File: src/rtl/sha256_sched_ctrl.sv
// rtl/sha256_sched_ctrl.sv - SHA-256 message-schedule sequencer with a 16-word sliding window
//
// Purpose: loads one 512-bit block as sixteen 32-bit words, then streams
// W[0]..W[ROUNDS-1] downstream, extending the window by one word per accepted
// transfer.
//
// Ports:
//   clk_i        single clock, rising edge
//   rst_i        asynchronous active-low reset
//   blk_valid_i  upstream block valid
//   blk_ready_o  block accept (IDLE and no abort)
//   m_i          block words, m_i[0] is W[0]
//   w_valid_o    schedule word valid (high throughout RUN)
//   w_ready_i    downstream accepts word
//   w_o          current schedule word W[t]
//   t_o          current round index t
//   last_o       high with w_valid_o on the final round
//   busy_o       high in RUN
//   abort_i      synchronous abort, highest priority

module sha256_sched_ctrl #(
  parameter int n      = 32,
  parameter int m      = 16,
  parameter int ROUNDS = 64
) (
  input  logic                clk_i,
  input  logic                rst_i,
  input  logic                blk_valid_i,
  output logic                blk_ready_o,
  input  logic [0:m-1][n-1:0] m_i,
  output logic                w_valid_o,
  input  logic                w_ready_i,
  output logic [n-1:0]        w_o,
  output logic [5:0]          t_o,
  output logic                last_o,
  output logic                busy_o,
  input  logic                abort_i
);

  if (n != 32) begin : g_bad_n
    $error("sha256_sched_ctrl: n must be 32");
  end
  if (m != 16) begin : g_bad_m
    $error("sha256_sched_ctrl: m must be 16");
  end
  if (ROUNDS < 16 || ROUNDS > 64) begin : g_bad_rounds
    $error("sha256_sched_ctrl: ROUNDS must be in 16..64");
  end

  localparam logic [5:0] T_LAST = 6'(ROUNDS - 1);

  typedef enum logic {
    IDLE = 1'b0,
    RUN  = 1'b1
  } state_t;

  state_t       state_q, state_d;
  logic [n-1:0] win_q [0:m-1];
  logic [5:0]   t_q;
  logic         load_en;
  logic         shift_en;
  logic [n-1:0] ext_w;

  function automatic logic [n-1:0] sig0(input logic [n-1:0] x);
    return {x[6:0], x[n-1:7]} ^ {x[17:0], x[n-1:18]} ^ (x >> 3);
  endfunction

  function automatic logic [n-1:0] sig1(input logic [n-1:0] x);
    return {x[16:0], x[n-1:17]} ^ {x[18:0], x[n-1:19]} ^ (x >> 10);
  endfunction

  // Extension runs on every shift, even while the loaded words are still
  // draining, so win_q[0] is always W[t] without a separate load/extend mux.
  assign ext_w = sig1(win_q[14]) + win_q[9] + sig0(win_q[1]) + win_q[0];

  always_ff @(posedge clk_i or negedge rst_i) begin
    if (!rst_i) begin
      state_q <= IDLE;
      t_q     <= '0;
      for (int i = 0; i < m; i++) begin
        win_q[i] <= '0;
      end
    end else begin
      state_q <= state_d;
      if (load_en) begin
        for (int i = 0; i < m; i++) begin
          win_q[i] <= m_i[i];
        end
        t_q <= '0;
      end else if (shift_en) begin
        for (int i = 0; i < m - 1; i++) begin
          win_q[i] <= win_q[i+1];
        end
        win_q[m-1] <= ext_w;
        t_q        <= (t_q == T_LAST) ? 6'd0 : t_q + 6'd1;
      end else if (state_q == RUN && abort_i) begin
        // Window contents are left as-is; only the round counter matters.
        t_q <= '0;
      end
    end
  end

  always_comb begin
    state_d     = state_q;
    blk_ready_o = 1'b0;
    w_valid_o   = 1'b0;
    busy_o      = 1'b0;
    load_en     = 1'b0;
    shift_en    = 1'b0;
    w_o         = '0;
    t_o         = t_q;
    last_o      = 1'b0;
    case (state_q)
      IDLE: begin
        blk_ready_o = ~abort_i;
        if (blk_valid_i && !abort_i) begin
          load_en = 1'b1;
          state_d = RUN;
        end
      end
      RUN: begin
        w_valid_o = 1'b1;
        busy_o    = 1'b1;
        w_o       = win_q[0];
        last_o    = (t_q == T_LAST);
        if (abort_i) begin
          // A coincident handshake still counts as consumed downstream.
          state_d = IDLE;
        end else if (w_ready_i) begin
          shift_en = 1'b1;
          if (t_q == T_LAST) begin
            state_d = IDLE;
          end
        end
      end
      default: state_d = IDLE;
    endcase
  end

endmodule

File: config.mk
export PLATFORM = sky130hd
export DESIGN_NAME = sha256_sched_ctrl
export DESIGN_NICKNAME = d
export VERILOG_FILES = /design/src/rtl/sha256_sched_ctrl.sv
export SDC_FILE = /design/constraint.sdc
export NUM_CORES = 2
export LEC_CHECK = 0
export ABC_AREA = 1
export CAP_MARGIN = 20
export CORE_ASPECT_RATIO = 0.9
export CORE_MARGIN = 5
export CORE_UTILIZATION = 35
export DETAILED_ROUTE_END_ITERATION = 6
export GPL_ROUTABILITY_DRIVEN = 0
export PLACE_DENSITY = 0.57
export SETUP_SLACK_MARGIN = 0.5
export SYNTH_ARGS = -nofsm -noshare
export SYNTH_HDL_FRONTEND = slang
export SYNTH_SLANG_ARGS = --single-unit
File: constraint.sdc
create_clock -name clk_i -period 3.3 [get_ports clk_i]
set_input_delay 0.99 -clock clk_i [delete_from_list [all_inputs] [get_ports clk_i]]
set_output_delay 0.99 -clock clk_i [all_outputs]
set_load 0.03 [all_outputs]
==> reports/results.md <==
## Status
- result of the run: complete, but fails checks
- violations in the final reports: setup timing

## Worst setup path
- endpoint type of the worst setup path: register
- data required time of the critical path: 3.79 ns
- Register-to-Register Setup Slack: -0.07 ns
- category of the worst setup path launch point: register
- arrival time reported for the critical path endpoint: 3.86 ns
- Crit Path Class: register to register
- CP max FO: 4

## Routing
- via count: 27300
- first-pass iteration count of the detailed router: 6
- final routed DRC violation total: 0
- via/cell ratio: 5.07
- Detail Route Antenna Nets: 0
- drt total wl: 122000 um
- routed length per instance: 22.6 um
- first-iteration detailed-routing DRC count: 2693

## Final layout
- leading cell type in the layout, fill and taps excluded: o21ai_0
- fraction of the core area covered by cells at the end of the flow: 49.1%
- final net count: 4852
- area growth from synthesis to layout: 39.8%
- layout cells sized above 1: 13.4%
- commonest cells after routing, fill and taps aside: o21ai_0 (1308), inv_1 (693), clkdlybuf4s50_1 (520), dfrtp_1 (502), nand2_1 (267)

## Global route
- global-route congestion overflow total: 0
- first-pass GRT wire length: 176000 um
- total global routing track utilization: 26.3%
- number of global-route vias before repair: 26700
- pin count of the biggest net entering global routing: 85
- number of antenna violations at the first check in global routing: 30

## Timing
- transition at the pin with the smallest max-transition slack: 0.540 ns
- sum of negative setup slack: -0.630 ns
- worst rel slew slack: 63.6%
- Final Hold Vio Count: 0
- post-route worst hold slack: 0.256 ns
- share of the clock period used by the worst path: 102%
- setup clock skew after layout: 0.0486 ns
- achievable clock frequency: 0.297 GHz
- post-route setup slack: -0.0693 ns
- minimum period implied by the final worst setup slack: 3.37 ns
- final setup fails: 16
- RSZ-0062 raised after global routing: yes
- count of pins over their slew limit: 0

## Clock network
- clock latency reported for the late side of the worst-skew pair: 0.65 ns
- clock root cell: clkbuf_16
- Bufs on Longest Clock Path: 3
- number of buffers created by CTS: 59
- sinks on the clock net: 519
- clock tree from TritonCTS: built
- Worst-path clk slew: 0.06 ns
- number of H-tree branching levels: 2

## Placement
- Worst Setup Slack post-DPL: -0.168 ns
- number of buffer cells added on primary ports: 558
- DP Wirelength: 94400 um

## Logic synthesis
- area of the mapped netlist: 29000 um^2
- Synth Register Bits: 519
- Cells after Synth: 3673
- syn nets: 4284
- synthesis warning total: 0
- portion of the post-synthesis area used by sequential elements: 44.8%
- post-synthesis area per instance: 7.89 um^2
- number of different library cells in the post-synthesis netlist: 35

## Flow run
- max_cap viols: 0

## Min path
- classification of the worst-slack hold path: primary input to async pin

## Floorplan
- width of the die: 313 um
- Top Ports: 559
- row cnt: 100
- Die Area: 88700 um^2
- placeable core region: 82500 um^2
- starting density of the core: 35.2%
- Die Y: 283 um

-- registers in the layout (all words and copies together) (netlist names) --
signal	count
state_q	1
t_o	6
win_q	512
-- synth_stat cells --
master | number | area share, %
buf_4 | 6 | 0.16
and3_1 | 1 | 0.022
and2_1 | 1 | 0.022
o21bai_1 | 2 | 0.052
inv_2 | 1 | 0.013
o31ai_1 | 1 | 0.026
buf_6 | 10 | 0.39
buf_1 | 1 | 0.013
ha_1 | 32 | 1.4
o21ai_1 | 106 | 1.8
o21ai_2 | 1 | 0.030
xor2_1 | 62 | 1.9
nand3_4 | 1 | 0.060
nand2_1 | 338 | 4.4
dfrtp_1 | 519 | 45
nand2_2 | 1 | 0.022
o22ai_1 | 31 | 0.67
nor3_1 | 4 | 0.069
fa_1 | 62 | 4.3
o211ai_1 | 1 | 0.026
clkbuf_1 | 157 | 2.0
inv_1 | 719 | 9.3
nand4_1 | 4 | 0.086
a21oi_1 | 23 | 0.40
nand2_4 | 1 | 0.039
buf_2 | 31 | 0.54
clkbuf_2 | 28 | 0.48
a31oi_1 | 5 | 0.11
nor2_4 | 1 | 0.039
nand3b_1 | 1 | 0.026
o21ai_0 | 1315 | 23
xnor2_1 | 69 | 2.1
nand3_1 | 47 | 0.81
nor2_1 | 87 | 1.1
or2_0 | 4 | 0.086
-- final cells by class --
cell class | count | area [um^2]
clock buffer | 83 | 1730
fill | 7881 | 41900
sequential | 519 | 13000
clock inverter | 27 | 392
antenna | 20 | 50.0
timing repair buffer | 740 | 7810
multi-input combinational | 2201 | 13500
inverter | 720 | 2710
tap | 1071 | 1340
-- path summary, 6_finish.rpt --
path / depth (start not counted) / end / start
max: 18 / win_q[21] / win_q[50]
min: 1 / win_q[298] / rst_i
max reg2reg: 18 / win_q[21] / win_q[50]
min reg2reg: 2 / win_q[12] / win_q[12]
max in group asynchronous: 2 / win_q[37] / rst_i
min in group clk_i: 2 / win_q[12] / win_q[12]
-- layer usage --
layer / up-vias / track usage [%] / wire length [um]
li1: 13000 / - / -
met1: 13200 / 36.8 / 52600
met2: 944 / 41.8 / 56800
met3: 189 / 5.52 / 8870
met4: 20 / 6.92 / 3340
met5: - / 0 / 120
-- logic make-up after synthesis --
| kind of cell | Yosys count | synth area share [%] |
|---|---|---|
| buffers and inverters | 953 | 12.9 |
| AOI/OAI and AO/OA | 1485 | 25.8 |
| xor gates and xnor gates | 131 | 3.96 |
| adders and majority gates | 94 | 5.66 |
| DFF | 519 | 44.8 |
| and+or+nand+nor | 491 | 6.79 |
-- critical path, cell delays in order (launching register included) --
cell and delay [ns]:
dfrtp_1 0.42, buf_6 0.14, xnor2_2 0.12, xor2_1 0.17, fa_1 0.48, inv_1 0.05
fa_1 0.44, ha_2 0.21, fa_2 0.40, nand3_2 0.11, nand3_4 0.11, nand3_2 0.10
nand3_4 0.11, nand2_2 0.10, nand2_1 0.05, nand2_1 0.05, nand3_1 0.07, nand2_1 0.07
o21ai_1 0.06
-- per-stage QoR --
stage	std cells	cell area (um^2)
3_3_place_gp	5226	37200
4_1_cts	5350	39900
5_1_grt	5375	40500
2_1_floorplan	3673	29300
6_report	5381	40500
3_5_place_dp	5226	37200
-- repair_timing --
action / CTS / global route
setup endpoints to repair: 45 / 34
hold buffers: 0 / 0
cloned: 0 / 0
endpoints found under the hold margin: 0 / 0
buffers inserted: 14 / 11
resized for setup: 125 / 123
pin swaps: 62 / 87
Power is not shown: default switching activity piles up to over one toggle a cycle in this logic, so the estimate is an artifact.
